==> config.mk <==
export PLATFORM = sky130hd
export DESIGN_NAME = store_buffer_flat
export DESIGN_NICKNAME = d
export VERILOG_FILES = /design/src/rtl/mem_pkg.sv /design/src/rtl/store_buffer_if.sv /design/src/rtl/sb_match.sv /design/src/rtl/store_buffer.sv /design/src/flat_wrapper.sv
export SDC_FILE = /design/constraint.sdc
export NUM_CORES = 2
export LEC_CHECK = 0
export ABC_AREA = 0
export BUFFER_PORTS_ARGS = -buffer_cell sky130_fd_sc_hd__buf_2
export CAP_MARGIN = 20
export CORE_AREA = 8 8 285 343
export DETAILED_ROUTE_END_ITERATION = 8
export DIE_AREA = 0 0 293 351
export PLACE_DENSITY = 0.68
export SYNTH_ARGS = -nofsm -noshare
export SYNTH_HDL_FRONTEND = slang
export SYNTH_SLANG_ARGS = --single-unit
==> constraint.sdc <==
create_clock -name clk -period 11.8 [get_ports clk]
set_input_delay 0.59 -clock clk [delete_from_list [all_inputs] [get_ports clk]]
set_output_delay 0.59 -clock clk [all_outputs]
set_load 0.05 [all_outputs]
==> src/rtl/mem_pkg.sv <==
// Shared memory-side definitions: access size codes, size masks and the
// store-buffer entry layout.
package mem_pkg;

    localparam logic [1:0] SZ_B = 2'b00;
    localparam logic [1:0] SZ_H = 2'b01;
    localparam logic [1:0] SZ_W = 2'b10;
    localparam logic [1:0] SZ_D = 2'b11;

    // Entries are stored at the widest supported width; narrower instances truncate on read.
    localparam int unsigned MAX_AW = 64;
    localparam int unsigned MAX_DW = 64;

    typedef struct packed {
        logic [MAX_AW-1:0] addr;
        logic [MAX_DW-1:0] data;
        logic [1:0]        size;
        logic              valid;
    } sb_entry_t;

    function automatic logic [MAX_DW-1:0] size_mask(input logic [1:0] size);
        logic [MAX_DW-1:0] mask;
        case (size)
            SZ_B:    mask = MAX_DW'(64'h0000_0000_0000_00ff);
            SZ_H:    mask = MAX_DW'(64'h0000_0000_0000_ffff);
            SZ_W:    mask = MAX_DW'(64'h0000_0000_ffff_ffff);
            default: mask = '1;
        endcase
        return mask;
    endfunction

endpackage

==> src/rtl/store_buffer_if.sv <==
// Pipeline-facing store/load handshake plus the data_memory write/read port
// of the store buffer.
interface store_buffer_if #(
    parameter int unsigned AW = 64,
    parameter int unsigned DW = 64
) ();

    logic          st_valid;
    logic          st_ready;
    logic [AW-1:0] st_addr;
    logic [DW-1:0] st_data;
    logic [1:0]    st_size;

    logic          ld_req;
    logic [AW-1:0] ld_addr;
    logic [1:0]    ld_size;
    logic          ld_fwd;
    logic [DW-1:0] ld_fwd_data;
    logic          ld_stall;

    logic [AW-1:0] mem_address;
    logic [DW-1:0] mem_write_data;
    logic [1:0]    mem_write;
    logic          mem_we;
    logic          mem_read;

    logic          empty;
    logic          full;

    modport master (
        output st_valid, st_addr, st_data, st_size, ld_req, ld_addr, ld_size,
        input  st_ready, ld_fwd, ld_fwd_data, ld_stall,
        input  mem_address, mem_write_data, mem_write, mem_we, mem_read, empty, full
    );

    modport slave (
        input  st_valid, st_addr, st_data, st_size, ld_req, ld_addr, ld_size,
        output st_ready, ld_fwd, ld_fwd_data, ld_stall,
        output mem_address, mem_write_data, mem_write, mem_we, mem_read, empty, full
    );

endinterface

==> src/rtl/sb_match.sv <==
// Combinational youngest-overlap finder: scans entries oldest to youngest from
// head so the last overlapping entry seen is the youngest.
module sb_match #(
    parameter int unsigned DEPTH = 4,
    parameter int unsigned AW    = 64,
    localparam int unsigned PW   = $clog2(DEPTH)
) (
    input  logic [PW-1:0]            head,
    input  logic [DEPTH-1:0]         valid,
    input  logic [DEPTH-1:0][AW-1:0] addr,
    input  logic [DEPTH-1:0][1:0]    size,
    input  logic [AW-1:0]            ld_addr,
    input  logic [1:0]               ld_size,
    output logic [PW-1:0]            hit_idx,
    output logic                     hit_exact,
    output logic                     hit_overlap
);

    logic [PW-1:0] idx;

    always_comb begin
        hit_idx     = '0;
        hit_overlap = 1'b0;
        idx         = '0;
        for (int k = 0; k < DEPTH; k++) begin
            idx = head + PW'(k);
            if (valid[idx] && (addr[idx][AW-1:3] == ld_addr[AW-1:3])) begin
                hit_idx     = idx;
                hit_overlap = 1'b1;
            end
        end
        hit_exact = hit_overlap && (addr[hit_idx] == ld_addr) && (size[hit_idx] == ld_size);
    end

endmodule

==> src/rtl/store_buffer.sv <==
// In-order store buffer between the pipeline and data_memory: queues stores,
// drains one per free port cycle, forwards exact-match loads, stalls partial overlaps.
module store_buffer
    import mem_pkg::*;
#(
    parameter int unsigned DEPTH = 4,
    parameter int unsigned AW    = 64,
    parameter int unsigned DW    = 64
) (
    input  logic         clk,
    input  logic         rst_n,
    store_buffer_if.slave bus
);

    localparam int unsigned PW = $clog2(DEPTH);
    localparam int unsigned CW = PW + 1;

    sb_entry_t     entry_q [DEPTH];
    logic [PW-1:0] head_q, tail_q;
    logic [CW-1:0] count_q, count_d;

    logic [AW-1:0] mem_address_q;
    logic [DW-1:0] mem_write_data_q;
    logic [1:0]    mem_write_q;
    logic          mem_we_q;

    logic push, pop, is_full, is_empty;
    logic ld_fwd, ld_stall;

    logic [DEPTH-1:0]         m_valid;
    logic [DEPTH-1:0][AW-1:0] m_addr;
    logic [DEPTH-1:0][1:0]    m_size;
    logic [PW-1:0]            hit_idx;
    logic                     hit_exact, hit_overlap;

    always_comb begin
        m_valid = '0;
        m_addr  = '0;
        m_size  = '0;
        for (int i = 0; i < DEPTH; i++) begin
            m_valid[i] = entry_q[i].valid;
            m_addr[i]  = AW'(entry_q[i].addr);
            m_size[i]  = entry_q[i].size;
        end
    end

    sb_match #(
        .DEPTH (DEPTH),
        .AW    (AW)
    ) u_match (
        .head        (head_q),
        .valid       (m_valid),
        .addr        (m_addr),
        .size        (m_size),
        .ld_addr     (bus.ld_addr),
        .ld_size     (bus.ld_size),
        .hit_idx     (hit_idx),
        .hit_exact   (hit_exact),
        .hit_overlap (hit_overlap)
    );

    assign is_full  = (count_q == CW'(DEPTH));
    assign is_empty = (count_q == '0);
    assign push     = bus.st_valid & ~is_full;
    // The write port is free unless a load is using it; a stalled load frees it.
    assign pop      = ~is_empty & (~bus.ld_req | ld_stall);

    assign ld_fwd   = bus.ld_req & hit_exact;
    assign ld_stall = bus.ld_req & hit_overlap & ~hit_exact;

    always_comb begin
        count_d = count_q;
        if (push && !pop) begin
            count_d = count_q + CW'(1);
        end else if (!push && pop) begin
            count_d = count_q - CW'(1);
        end
    end

    always_ff @(posedge clk or negedge rst_n) begin
        if (!rst_n) begin
            for (int i = 0; i < DEPTH; i++) begin
                entry_q[i] <= '0;
            end
            head_q           <= '0;
            tail_q           <= '0;
            count_q          <= '0;
            mem_address_q    <= '0;
            mem_write_data_q <= '0;
            mem_write_q      <= '0;
            mem_we_q         <= 1'b0;
        end else begin
            if (push) begin
                entry_q[tail_q] <= '{addr:  MAX_AW'(bus.st_addr),
                                     data:  MAX_DW'(bus.st_data),
                                     size:  bus.st_size,
                                     valid: 1'b1};
                tail_q <= tail_q + PW'(1);
            end
            if (pop) begin
                entry_q[head_q].valid <= 1'b0;
                head_q           <= head_q + PW'(1);
                mem_address_q    <= AW'(entry_q[head_q].addr);
                mem_write_data_q <= DW'(entry_q[head_q].data);
                mem_write_q      <= entry_q[head_q].size;
                mem_we_q         <= 1'b1;
            end else begin
                mem_we_q <= 1'b0;
            end
            count_q <= count_d;
        end
    end

    assign bus.st_ready       = ~is_full;
    assign bus.full           = is_full;
    assign bus.empty          = is_empty;
    assign bus.ld_fwd         = ld_fwd;
    assign bus.ld_stall       = ld_stall;
    assign bus.ld_fwd_data    = ld_fwd ? DW'(entry_q[hit_idx].data & size_mask(bus.ld_size)) : '0;
    assign bus.mem_read       = bus.ld_req & ~ld_fwd & ~ld_stall;
    assign bus.mem_address    = mem_address_q;
    assign bus.mem_write_data = mem_write_data_q;
    assign bus.mem_write      = mem_write_q;
    assign bus.mem_we         = mem_we_q;

endmodule

==> src/flat_wrapper.sv <==
// flat-port wrapper written by rule: the top's interface ports become plain ports
module store_buffer_flat import mem_pkg::*;
#(
    parameter int unsigned DEPTH = 4,
    parameter int unsigned AW    = 64,
    parameter int unsigned DW    = 64
)
  (clk, rst_n, bus_st_valid, bus_st_addr, bus_st_data, bus_st_size, bus_ld_req, bus_ld_addr, bus_ld_size, bus_st_ready, bus_ld_fwd, bus_ld_fwd_data, bus_ld_stall, bus_mem_address, bus_mem_write_data, bus_mem_write, bus_mem_we, bus_mem_read, bus_empty, bus_full);
  store_buffer_if #(.AW(AW), .DW(DW)) bus_i ();
  input  logic clk;
  input  logic rst_n;
  input wire logic [$bits(bus_i.st_valid)-1:0] bus_st_valid;
  input wire logic [$bits(bus_i.st_addr)-1:0] bus_st_addr;
  input wire logic [$bits(bus_i.st_data)-1:0] bus_st_data;
  input wire logic [$bits(bus_i.st_size)-1:0] bus_st_size;
  input wire logic [$bits(bus_i.ld_req)-1:0] bus_ld_req;
  input wire logic [$bits(bus_i.ld_addr)-1:0] bus_ld_addr;
  input wire logic [$bits(bus_i.ld_size)-1:0] bus_ld_size;
  output wire logic [$bits(bus_i.st_ready)-1:0] bus_st_ready;
  output wire logic [$bits(bus_i.ld_fwd)-1:0] bus_ld_fwd;
  output wire logic [$bits(bus_i.ld_fwd_data)-1:0] bus_ld_fwd_data;
  output wire logic [$bits(bus_i.ld_stall)-1:0] bus_ld_stall;
  output wire logic [$bits(bus_i.mem_address)-1:0] bus_mem_address;
  output wire logic [$bits(bus_i.mem_write_data)-1:0] bus_mem_write_data;
  output wire logic [$bits(bus_i.mem_write)-1:0] bus_mem_write;
  output wire logic [$bits(bus_i.mem_we)-1:0] bus_mem_we;
  output wire logic [$bits(bus_i.mem_read)-1:0] bus_mem_read;
  output wire logic [$bits(bus_i.empty)-1:0] bus_empty;
  output wire logic [$bits(bus_i.full)-1:0] bus_full;
  assign bus_i.st_valid = bus_st_valid;
  assign bus_i.st_addr = bus_st_addr;
  assign bus_i.st_data = bus_st_data;
  assign bus_i.st_size = bus_st_size;
  assign bus_i.ld_req = bus_ld_req;
  assign bus_i.ld_addr = bus_ld_addr;
  assign bus_i.ld_size = bus_ld_size;
  assign bus_st_ready = bus_i.st_ready;
  assign bus_ld_fwd = bus_i.ld_fwd;
  assign bus_ld_fwd_data = bus_i.ld_fwd_data;
  assign bus_ld_stall = bus_i.ld_stall;
  assign bus_mem_address = bus_i.mem_address;
  assign bus_mem_write_data = bus_i.mem_write_data;
  assign bus_mem_write = bus_i.mem_write;
  assign bus_mem_we = bus_i.mem_we;
  assign bus_mem_read = bus_i.mem_read;
  assign bus_empty = bus_i.empty;
  assign bus_full = bus_i.full;
  store_buffer #(.DEPTH(DEPTH), .AW(AW), .DW(DW)) u_core (.clk(clk), .rst_n(rst_n), .bus(bus_i));
endmodule
==> results.yml <==
run_status:
  status: "completed"
clocking:
  clk_latency_ns: 0.68
  cts_tree: "yes"
  cts_root_buffer: "clkbuf_16"
  numCtsBuffers: 72
  cts_buffer_depth: 3
  cts.htree.levels: 3
  cts_resized: 0
  numClockSinks: 662
  post_cts_buffers: 0
  cts.clk_slew.worst_paths_ns: 0.07
layout:
  drive_gt1_share_pct: 30.4
  num-nets-final: 4852
  syn_to_final_growth_pct: 11.8
  fillers: 8134
timing:
  worst_slack_ns: 1.70
  final_max_slew_viol_count: 0
  rsz0062_at_grt: "no"
  fin_crit_sh_pct: 85.6
  finalSetupTns_ns: 0
  fmax_mhz: 99.0
  clock_skew_ns: 0.0625
  max_slew_margin_pct: 18.1
  period_minus_slack_ns: 10.10
  setup-violations-final: 0
  hold_viol_final: 0
  worst_slew_pin_slew_ns: 1.19
power:
  switchingPower_w: 0.00926
  power_w: 0.0181
  sw_frac_of_total_pct: 51.2
  p_leak_nw: 21.2
  comb_power_share_pct: 59.9
  ir_drop_uv: 214
  power_density_nw_per_um2: 353
  p_clk_share_pct: 12.6
  intPower_w: 0.00880
  seqPwrFrac_pct: 27.5
placement:
  gp_congestion: 1.11
  portBuffers: 400
  hpwlAfterDp_um: 164000
  pre_cts_slack_ns: 2.65
synth:
  avgSynthCellArea_um2: 10.2
  async_flop_share_pct: 100
  synth_area_um2: 45700
  synth_cell_types: 95
  yosysWarnings: 0
  yosysSeqAreaShare_pct: 36.3
  synth_top_flop_cell: "dfrtp_1"
  synth_edf_count: 0
  synth_nets: 4690
  syn_inst: 4480
  ys_ff_latch: 662
detailed_routing:
  first_pass_iters: 6
  antenna_left: 0
  drc: 0
  drtIter0Drc: 4667
  wl_per_cell_um: 37.0
  routed_wl_um: 221000
  vias: 41900
  vias_per_cell: 7.02
setup_path:
  critPathKind: "flop to output port"
  crit_path_max_fanout: 65
  endpoint_kind: "output port"
  arrival_ns: 9.51
  slowest_delay_ns: 0.83
  worst-path-buf-inv: 7
  worstPathRequired_ns: 11.21
  cpLargestDelayFamily: "simple AND/OR/NAND/NOR gates"
  crit_chain: "clkinv_1 -> buf_4 -> ha_4 -> clkinv_2 -> buf_4 -> nor4_1 -> o221ai_1 -> or4_1 -> or4b_1 -> o2111ai_1 -> nor3b_2 -> buf_4 -> o21ai_0 -> and3_1 -> o21ai_0 -> nand3_1 -> nor4_1 -> and4_1 -> nand4_1 -> buf_12 -> nor4_1 -> buf_2"
  worstSetupStartpointType: "flop"
  slowest_stage: "or4b_1"
flow_run:
  maxCapViolations: 0
worst_hold_path:
  hold_path.class: "input pin to flop"
floorplanning:
  die_y_um: 351
  core_area_um2: 92500
  io_pins: 401
  fp-row-count: 123
  start_util_pct: 49.4
  die_w_um: 293
  die_area_um2: 103000
global_routing:
  grtUsageTotal_pct: 41.9
  grt_pass1_vias: 40900
  grt_pass1_wl_um: 312000
  antenna_found_initial: 24
  grt_overflow: 0
  grt_max_degree: 174
==> through the flow <==
step	instances	cell area, um2	util [%]	hold WS [ns]
6_report	5960	51100	55.2	0.179
5_1_grt	5946	51100	55.2	0.184
4_1_cts	5938	51000	55.1	0.156
3_5_place_dp	5814	48600	52.6	0.507
3_3_place_gp	5811	48600	52.6	0.490
2_1_floorplan	4480	45700	-	0.294
==> synthesized netlist by cell type (14+ instances only) <==
cell | n | area, um2
dfrtp_1 | 662 | 16600
mux2_2 | 579 | 6520
nand2_1 | 536 | 2010
nand3_1 | 321 | 1610
clkbuf_1 | 282 | 1060
mux2i_1 | 250 | 2500
mux4_2 | 164 | 3690
and2_1 | 146 | 913
o2111ai_1 | 138 | 1210
a41oi_1 | 134 | 1170
xnor2_1 | 119 | 1040
nor2_1 | 82 | 308
o21ai_0 | 77 | 385
nor3_1 | 71 | 355
nor4_1 | 67 | 419
inv_1 | 66 | 248
buf_1 | 58 | 218
buf_2 | 58 | 290
nand4_1 | 47 | 294
a21oi_1 | 45 | 225
o22ai_1 | 45 | 282
and3_1 | 32 | 200
buf_4 | 30 | 225
nand2b_1 | 25 | 156
xor2_1 | 25 | 219
o211ai_1 | 22 | 165
a22oi_1 | 21 | 158
a221oi_1 | 20 | 175
nor2b_1 | 19 | 119
or3_1 | 19 | 119
o221ai_1 | 18 | 158
o32ai_1 | 18 | 158
a31oi_1 | 14 | 87.6
==> cells in the final DEF (no fill, tap or decap), types with 81 or more instances in the layout <==
cell | synthesis | routed
buf_2 | 58 | 398
nor2_1 | 82 | 81
buf_4 | 30 | 106
mux4_2 | 164 | 164
and2_1 | 146 | 146
a41oi_1 | 134 | 134
o2111ai_1 | 138 | 138
nand2_1 | 536 | 535
mux2i_1 | 250 | 250
nand3_1 | 321 | 320
dfrtp_1 | 662 | 660
mux2_2 | 579 | 579
xnor2_1 | 119 | 119
==> final cells by class <==
class / instances / area (um2) / share of cell area (%)
multi-input combinational: 3310 / 27100 / 53.0
inverter: 69 / 260 / 0.509
clock buffer: 109 / 2170 / 4.25
antenna: 19 / 47.5 / 0.0931
timing repair buffer: 527 / 3230 / 6.33
sequential: 662 / 16600 / 32.4
clock inverter: 14 / 168 / 0.328
tap: 1250 / 1560 / 3.06
==> final timing paths <==
kind	start	to	slack, ns	cells past startpoint
min reg2reg	u_core.count_q[2]$_DFFE_PN0P_	u_core.count_q[2]$_DFFE_PN0P_	0.51	1
max	u_core.head_q[1]$_DFFE_PN0N_	bus_ld_fwd_data[52]	1.70	22
max in group asynchronous	rst_n	u_core.head_q[1]$_DFFE_PN0N_	8.99	4
min	bus_st_addr[50]	flop	0.18	2
max reg2reg	u_core.head_q[1]$_DFFE_PN0N_	u_core.count_q[2]$_DFFE_PN0P_	2.54	27
min in group asynchronous	rst_n	async pin	0.49	2
==> logic make-up (layout without fill, tap and decap cells) <==
kind of cell / count (synthesis) / in the layout / share of synthesized area (%)
flops: 662 / 662 / 36.3
xor+xnor: 144 / 144 / 2.76
mux: 996 / 996 / 27.9
buf+inv: 508 / 719 / 4.76
other cells: 0 / 19 / 0
simple gates: 1428 / 1428 / 15.4
compound gates: 732 / 732 / 12.7
fa+ha+maj: 10 / 10 / 0.290
==> power by group through the flow <==
| stage | clock, W | sequential, W | combinational (W) |
|---|---|---|---|
| finish | 0.00228 | 0.00497 | 0.0108 |
| global placement | 0 | 0.00485 | 0.0105 |
| floorplan | 0 | 0.00493 | 0.00627 |
| global route | 0.00239 | 0.00506 | 0.0111 |
| CTS | 0.00231 | 0.00488 | 0.0105 |
| detailed placement | 0 | 0.00490 | 0.0105 |
==> timing repair <==
action	in CTS	in global routing
setup endpoints to repair	0	0
hold endpoints to repair	75	0
hold buffers	1	0
==> layer usage <==
layer	global-route usage, %	wire length, um	vias up
li1	-	-	17300
met1	50.6	80800	21400
met2	66.1	101000	2474
met3	9.09	18900	687
met4	30.8	20000	12
met5	0	80	-
Note: power is estimated with default switching activity, not from simulation.
